==> src/rtl/cla_seq_pkg.sv <==
// Shared types and helpers for the nibble-serial CLA word sequencer.
package cla_seq_pkg;

  typedef enum logic {
    IDLE = 1'b0,
    RUN  = 1'b1
  } state_t;

  localparam int unsigned NIBBLE_W = 4;

  // Two's-complement overflow: same-sign operands producing an opposite-sign result.
  function automatic logic signed_overflow(input logic a_msb, input logic b_msb,
                                           input logic s_msb);
    return (a_msb == b_msb) && (s_msb != a_msb);
  endfunction

endpackage

==> src/rtl/lookaheadcarryadder.sv <==
// 4-bit carry-lookahead adder slice shared by the word sequencer.
module lookaheadcarryadder (
  input  logic [3:0] a,
  input  logic [3:0] b,
  input  logic       c_in,
  output logic [3:0] sum,
  output logic       c_out
);

  logic [3:0] g;
  logic [3:0] p;
  logic [4:0] c;

  assign g    = a & b;
  assign p    = a ^ b;
  assign c[0] = c_in;
  assign c[1] = g[0] | (p[0] & c[0]);
  assign c[2] = g[1] | (p[1] & g[0]) | (p[1] & p[0] & c[0]);
  assign c[3] = g[2] | (p[2] & g[1]) | (p[2] & p[1] & g[0]) | (p[2] & p[1] & p[0] & c[0]);
  assign c[4] = g[3] | (p[3] & g[2]) | (p[3] & p[2] & g[1]) | (p[3] & p[2] & p[1] & g[0])
              | (p[3] & p[2] & p[1] & p[0] & c[0]);

  assign sum   = p ^ c[3:0];
  assign c_out = c[4];

endmodule

==> src/rtl/cla_word_sequencer.sv <==
// WIDTH-bit add/subtract that walks one nibble per clock through a single 4-bit CLA slice.
module cla_word_sequencer
  import cla_seq_pkg::*;
#(
  parameter int unsigned WIDTH = 16
) (
  input  logic             clk,
  input  logic             rst_n,
  input  logic             start,
  input  logic             sub,
  input  logic [WIDTH-1:0] a,
  input  logic [WIDTH-1:0] b,
  input  logic             c_in,
  output logic             busy,
  output logic             done,
  output logic [WIDTH-1:0] sum,
  output logic             c_out,
  output logic             overflow
);

  localparam int unsigned NIBBLES = WIDTH / NIBBLE_W;
  localparam int unsigned IDX_W   = (NIBBLES > 1) ? $clog2(NIBBLES) : 1;
  localparam int unsigned SH_W    = IDX_W + 2;
  localparam logic [IDX_W-1:0] LAST_IDX = IDX_W'(NIBBLES - 1);

  generate
    if (((WIDTH % NIBBLE_W) != 0) || (WIDTH < NIBBLE_W)) begin : g_bad_width
      $error("cla_word_sequencer: WIDTH must be a non-zero multiple of 4");
    end
  endgenerate

  state_t           state;
  logic [IDX_W-1:0] idx;
  logic [WIDTH-1:0] a_reg;
  logic [WIDTH-1:0] b_reg;
  logic [WIDTH-1:0] work;
  logic             carry;

  logic [SH_W-1:0]     shamt;
  logic [NIBBLE_W-1:0] slice_a;
  logic [NIBBLE_W-1:0] slice_b;
  logic [NIBBLE_W-1:0] slice_sum;
  logic                slice_c;
  logic [WIDTH-1:0]    nib_mask;
  logic [WIDTH-1:0]    work_next;

  // Nibble select: bit offset of the active nibble is idx*4.
  assign shamt   = {idx, 2'b00};
  assign slice_a = NIBBLE_W'(a_reg >> shamt);
  assign slice_b = NIBBLE_W'(b_reg >> shamt);

  lookaheadcarryadder u_slice (
    .a     (slice_a),
    .b     (slice_b),
    .c_in  (carry),
    .sum   (slice_sum),
    .c_out (slice_c)
  );

  // Working word with the current slice result merged into its nibble.
  always_comb begin
    nib_mask  = WIDTH'(4'hF) << shamt;
    work_next = (work & ~nib_mask) | (WIDTH'(slice_sum) << shamt);
  end

  always_ff @(posedge clk or negedge rst_n) begin
    if (!rst_n) begin
      state    <= IDLE;
      idx      <= '0;
      a_reg    <= '0;
      b_reg    <= '0;
      work     <= '0;
      carry    <= 1'b0;
      busy     <= 1'b0;
      done     <= 1'b0;
      sum      <= '0;
      c_out    <= 1'b0;
      overflow <= 1'b0;
    end else begin
      done <= 1'b0;
      case (state)
        IDLE: begin
          if (start) begin
            a_reg <= a;
            b_reg <= b ^ {WIDTH{sub}};
            carry <= sub | c_in;
            idx   <= '0;
            busy  <= 1'b1;
            state <= RUN;
          end
        end
        RUN: begin
          work  <= work_next;
          carry <= slice_c;
          if (idx == LAST_IDX) begin
            sum      <= work_next;
            c_out    <= slice_c;
            overflow <= signed_overflow(a_reg[WIDTH-1], b_reg[WIDTH-1], work_next[WIDTH-1]);
            done     <= 1'b1;
            busy     <= 1'b0;
            state    <= IDLE;
          end else begin
            idx <= idx + IDX_W'(1);
          end
        end
        default: state <= IDLE;
      endcase
    end
  end

endmodule

==> config.mk <==
export PLATFORM = sky130hd
export DESIGN_NAME = cla_word_sequencer
export DESIGN_NICKNAME = d
export VERILOG_FILES = /design/src/rtl/cla_seq_pkg.sv /design/src/rtl/lookaheadcarryadder.sv /design/src/rtl/cla_word_sequencer.sv
export SDC_FILE = /design/constraint.sdc
export NUM_CORES = 1
export LEC_CHECK = 0
export CORE_UTILIZATION = 56
export DETAILED_ROUTE_END_ITERATION = 10
export GPL_TIMING_DRIVEN = 1
export PLACE_DENSITY = 0.85
export SLEW_MARGIN = 5
export SYNTH_ARGS = -nofsm -noshare
export SYNTH_HDL_FRONTEND = slang
export SYNTH_SLANG_ARGS = --single-unit
==> constraint.sdc <==
create_clock -name clk -period 4.3 [get_ports clk]
set_input_delay 0.86 -clock clk [delete_from_list [all_inputs] [get_ports clk]]
set_output_delay 0.86 -clock clk [all_outputs]
set_load 0.01 [all_outputs]
==> flow_summary.yaml, run 1 <==
synth:
  synth.ff_latch_count: 68
  ys_warn_count: 0
  synthFlopType: "dfrtp_1"
  synthCells: 292
  synth_area_per_cell_um2: 11.0
  yosys.area.top_type: "dfrtp_1"
  synth_enable_flop_cells: 0
  synth_most_common_cell: "dfrtp_1"
  synth_common_cells: "68 x dfrtp_1, 56 x nand2_1, 38 x o21ai_0"
  syn_nets: 338
  synth_cell_types: 30
  async_flop_share_pct: 100
  yosysSeqAreaShare_pct: 53.0
  synth_area_leaders: "dfrtp_1 53%, nand2_1 6.5%, o21ai_0 5.9%"
  yosysTopAreaCellShare_pct: 53.0
  synth_area_mm2: 0.00321
worst_setup_path:
  r2r_slack_ns: 1.34
  ff2ff_path_depth: 7
  r2r_end: "overflow$_DFFE_PN0P_"
  reg2reg_from: "idx[0]$_DFFE_PN0P_"
  path_class: "flop to flop"
  arrival_ns: 3.19
  cp.required_ns: 4.52
  crit_path_end_kind: "flop"
  worst_setup_path_start_kind: "flop"
  cp_max_fo: 19
clocking:
  clkSlewWorstSetupHoldPaths_ns: 0.07
  cts-root-buf: "clkbuf_8"
  hold_buffers: 0
  cts_max_path_buffers: 2
  clock_latency_ns: 0.34
  cts.sink_count: 68
  post-cts-setup-buffers: 0
  htree_levels: 3
  cts_tree: "yes"
  cts_resized: 0
  numCtsBuffers: 9
run:
  maxCapViolCount: 0
floorplan:
  core_mm2: 0.00551
  io_pins: 57
  die_area_mm2: 0.00604
  chipHeight_um: 77.7
  start_util_pct: 58.4
  die_w_um: 77.7
  rows: 27
placement:
  place_inst: 406
  numPortBuffers: 56
  dpl.hpwl_mm: 4.45
  place.gp.congestion: 0.928
grt:
  grt_antenna_before_repair: 0
  grt_usage_pct: 22.7
  grt_max_degree: 51
  grt_pass1_wl_mm: 10.3
  grt_pass1_vias: 2223
  overflow: 0
routing:
  drcViolationCount: 0
  wl_per_cell_um: 14.2
  viasPerCell: 5.35
  drt_iter0_markers: 185
  firstDrtPassIters: 4
  routed_wl_mm: 5.98
  vias: 2258
  ant_nets: 0
layout:
  fin_nets: 391
  instances_no_fill: 422
  area_growth_pct: 22.9
  drive_above_1_share_pct: 14.0
  fillers: 389
  diodes: 0
sta:
  fin_crit_ns: 2.96
  fmax_mhz: 337
  finalHoldViolations: 0
  finalSetupViolCount: 0
  slew-limit-headroom_pct: 37.0
  finClkSkew_ns: 0.00924
  finalMaxSlewViolations: 0
  worst_slew_pin_slew_ns: 0.943
  rsz0062_at_grt: "no"
  final.setup.tns_ns: 0
  fin_crit_sh_pct: 68.9
pwr:
  power_density_mw_per_mm2: 853
  power_leakage_nw: 1.71
  vdd_drop_max_mv: 0.559
  p_total_w: 0.00337
worst_hold_path:
  hold_path_class: "flop to flop"
  hold_start: "sum[4]$_DFFE_PN0P_"
  worstHoldEndpoint: "sum[4]$_DFFE_PN0P_"
  worstHoldPathCells: 2
run_status:
  outcome: "finished, final reports clean"
==> power by group <==
| group | internal [W] | switching [W] | total (W) |
|---|---|---|---|
| sequential | 0.000941 | 0.000230 | 0.00117 |
| combinational | 0.000779 | 0.000977 | 0.00176 |
| clock | 0.000224 | 0.000222 | 0.000446 |
| total | 0.00194 | 0.00143 | 0.00337 |
==> area by class of cell <==
type / instances / area, um^2 / share of cell area [%]
flip-flops and latches: 68 / 1700 / 43.1
multi-input cells: 203 / 1410 / 35.7
repair buffers: 57 / 563 / 14.3
clock buffers: 14 / 153 / 3.86
well taps: 72 / 90.1 / 2.28
inverters: 6 / 22.5 / 0.570
clock inverters: 2 / 10.0 / 0.253
==> routing by layer <==
layer  GRT usage (%)  share of wire [%]  wire, um  vias up
li1                -                  -         -     1097
met1            29.6                 45      2710     1079
met2            36.3                 48      2880       72
met3            6.47                4.8       284       10
met4            7.92                1.7       102        0
met5               0                  0         0        -
==> worst max-delay path, stage by stage (launching register included) <==
cell and delay, ns:
dfrtp_1 0.89, mux4_2 0.62, ha_1 0.40, a21oi_2 0.08
o21ai_2 0.19, xor2_2 0.38, a31o_2 0.23, a2bb2oi_2 0.05
==> logic make-up after synthesis <==
| kind of cell | share of synthesized area, % |
|---|---|
| AOI/OAI and AO/OA | 13.0 |
| xor gates and xnor gates | 5.41 |
| adders and majority gates | 3.74 |
| buffers and inverters | 3.15 |
| DFF | 53.0 |
| muxes | 11.2 |
| and+or+nand+nor | 10.6 |
==> placed cells by master, fill, tap and decap left out, drive strengths merged <==
| master | synthesis | routed |
|---|---|---|
| ha | 8 | 8 |
| nor2 | 7 | 7 |
| xnor2 | 17 | 17 |
| dfrtp | 68 | 68 |
| a21o | 1 | 1 |
| mux4 | 8 | 8 |
| nor3 | 1 | 1 |
| fa | 1 | 1 |
| o211ai | 1 | 1 |
| xor2 | 2 | 2 |
| inv | 6 | 6 |
| o21ai | 46 | 46 |
| a2bb2oi | 1 | 1 |
| buf | 11 | 2 |
| mux2 | 16 | 16 |
| nor2b | 12 | 12 |
| clkbuf | 4 | 14 |
| a41oi | 1 | 1 |
| clkinv | 0 | 2 |
| nand3 | 1 | 1 |
| a22o | 3 | 3 |
| nand2 | 58 | 58 |
| a31o | 1 | 1 |
| a21oi | 18 | 18 |
| clkdlybuf4s50 | 0 | 55 |
==> through the flow <==
stage	setup WS, ns	util (%)	hold WS, ns	area (um^2)
floorplan	1.83	-	0.442	3210
global placement	1.44	68.8	0.457	3790
detailed placement	1.32	68.8	0.463	3790
CTS	1.28	71.7	0.481	3950
global route	1.17	71.7	0.502	3950
finish	1.34	71.7	0.477	3950
==> how the worst max path moves through the flow <==
| stage | start | endpoint | slack, ns | cells after the start |
|---|---|---|---|---|
| floorplan | idx[0]$_DFFE_PN0P_ | overflow$_DFFE_PN0P_ | 1.83 | 9 |
| global placement | idx[0]$_DFFE_PN0P_ | overflow$_DFFE_PN0P_ | 1.44 | 7 |
| detailed placement | idx[0]$_DFFE_PN0P_ | overflow$_DFFE_PN0P_ | 1.32 | 7 |
| CTS | idx[0]$_DFFE_PN0P_ | overflow$_DFFE_PN0P_ | 1.28 | 7 |
| global route | idx[0]$_DFFE_PN0P_ | sum[7]$_DFFE_PN0P_ | 1.17 | 7 |
| finish | idx[0]$_DFFE_PN0P_ | overflow$_DFFE_PN0P_ | 1.34 | 7 |
No activity file was read; power rests on OpenSTA's default activity.
==> run 2, diff against run 1 <==
Settings changed: CORE_UTILIZATION 56 to 47, PLACE_DENSITY 0.85 to 0.76.
Clock period 4.3 ns to 2.51 ns, I/O delays scaled along.
==> flow_summary.yaml, run 2 (synthesized netlist as in run 1, its figures left out) <==
floorplan:
  rows: 29
  core_mm2: 0.00646
  die_area_mm2: 0.00717
  chipHeight_um: 84.7
  die_w_um: 84.7
  start_util_pct: 49.7
  io_pins: 57
routing:
  viasPerCell: 5.24
  vias: 2293
  routed_wl_mm: 6.17
  ant_nets: 0
  wl_per_cell_um: 14.1
  firstDrtPassIters: 7
  drt_iter0_markers: 67
  drcViolationCount: 5
sta:
  finalSetupViolCount: 0
  fmax_mhz: 417
  worst_slew_pin_slew_ns: 0.608
  final.setup.tns_ns: 0
  finalHoldViolations: 0
  finClkSkew_ns: 0.0127
  fin_crit_ns: 2.40
  finalMaxSlewViolations: 0
  rsz0062_at_grt: "no"
  slew-limit-headroom_pct: 59.4
  fin_crit_sh_pct: 95.5
  hold_ws_ns: 0.108
worst_setup_path:
  critPathSlowestCell: "mux4_2"
  crit_chain: "buf_12 > mux4_2 > ha_1 > a41oi_2 > o21ai_2 > xor2_2 > buf_4 > a21oi_1 > o21ai_1"
  crit_path_end_kind: "flop"
  worst_path_dominant_cell_family: "compound AO/OA/AOI/OAI gates"
  path_class: "flop to flop"
  worst_setup_path_start_kind: "flop"
  cp_max_fo: 16
  critical_path_buf_inv_count: 2
  arrival_ns: 2.61
  ff2ff_path_depth: 9
  cp.required_ns: 2.73
  slowest_delay_ns: 0.50
  path_depth: 9
grt:
  grt_max_degree: 25
  grt_pass1_wl_mm: 10.7
  grt_usage_pct: 19.7
  grt_pass1_vias: 2325
  grt_antenna_before_repair: 0
  overflow: 0
layout:
  area_growth_pct: 27.2
  diodes: 0
  drive_above_1_share_pct: 17.5
  layout_commonest_cell: "dfrtp_1"
  fillers: 553
  layout_common_cells: "68 x dfrtp_1, 56 x nand2_1, 55 x clkdlybuf4s50_1"
  fin_nets: 403
clocking:
  clkSlewWorstSetupHoldPaths_ns: 0.07
  cts_resized: 0
  cts-root-buf: "clkbuf_8"
  post-cts-setup-buffers: 0
  htree_levels: 3
  numCtsBuffers: 9
  cts_max_path_buffers: 2
  cts.sink_count: 68
  cts_tree: "yes"
  clock_latency_ns: 0.35
  hold_buffers: 0
placement:
  dpl.hpwl_mm: 4.76
  numPortBuffers: 56
  place.gp.congestion: 0.815
pwr:
  power_leakage_nw: 1.78
  netSwitchingFraction_pct: 40.7
  vdd_drop_max_mv: 0.971
  internal-power_w: 0.00373
  power_density_mw_per_mm2: 1540
  switchingPower_w: 0.00256
  power_frac_clock_pct: 13.8
  p_seq_share_pct: 30.7
  power_frac_comb_pct: 55.5
run_status:
  violations: "design-rule violations"
  outcome: "complete, but fails checks"
run:
  maxCapViolCount: 0
worst_hold_path:
  hold_path_class: "input pin to asynchronous set/reset pin"
-- run 2: final timing paths --
path / slack, ns / start / to
min reg2reg: 0.47 / work[3]$_DFFE_PN0P_ / work[3]$_DFFE_PN0P_
max in group asynchronous: 1.71 / rst_n / b_reg[4]$_DFFE_PN0P_
min: 0.11 / rst_n / sum[5]$_DFFE_PN0P_
min in group clk: 0.47 / work[3]$_DFFE_PN0P_ / work[3]$_DFFE_PN0P_
max: 0.11 / idx[0]$_DFFE_PN0P_ / sum[3]$_DFFE_PN0P_
max reg2reg: 0.11 / idx[0]$_DFFE_PN0P_ / sum[3]$_DFFE_PN0P_
-- run 2: layout make-up --
cell class                      instances  area, um^2  area share, %
Clock inverter                          2        35.0          0.857
Multi-Input combinational cell        203        1420           34.7
Clock buffer                           13         149           3.64
Timing Repair Buffer                   69         666           16.3
Inverter                                6        22.5          0.551
Tap cell                               77        96.3           2.36
Sequential cell                        68        1700           41.6
-- run 2: through the flow --
stage	instance area, um^2	worst slack, ns	instances	total power (W)	util, %
6_report	4090	0.114	438	0.00629	63.3
5_1_grt	4090	0.00382	438	0.00676	63.3
4_1_cts	4080	0.103	438	0.00626	63.2
3_5_place_dp	3900	0.101	423	0.00540	60.3
3_3_place_gp	3900	0.156	423	0.00526	60.3
2_1_floorplan	3210	0.0432	292	0.00412	-
-- run 2: per-layer routing --
layer / vias up / share of wire, % / global-route usage (%)
li1: 1128 / - / -
met1: 1098 / 45 / 24.4
met2: 55 / 50 / 32.7
met3: 12 / 4.4 / 6.49
met4: 0 / 1.5 / 6.47
met5: - / 0 / 0
-- run 2: power groups by stage --
stage	logic [W]	registers [W]	clock network, W
2_1_floorplan	0.00223	0.00189	0
3_3_place_gp	0.00332	0.00194	0
3_5_place_dp	0.00345	0.00196	0
4_1_cts	0.00345	0.00194	0.000878
5_1_grt	0.00383	0.00199	0.000935
6_report	0.00349	0.00193	0.000868
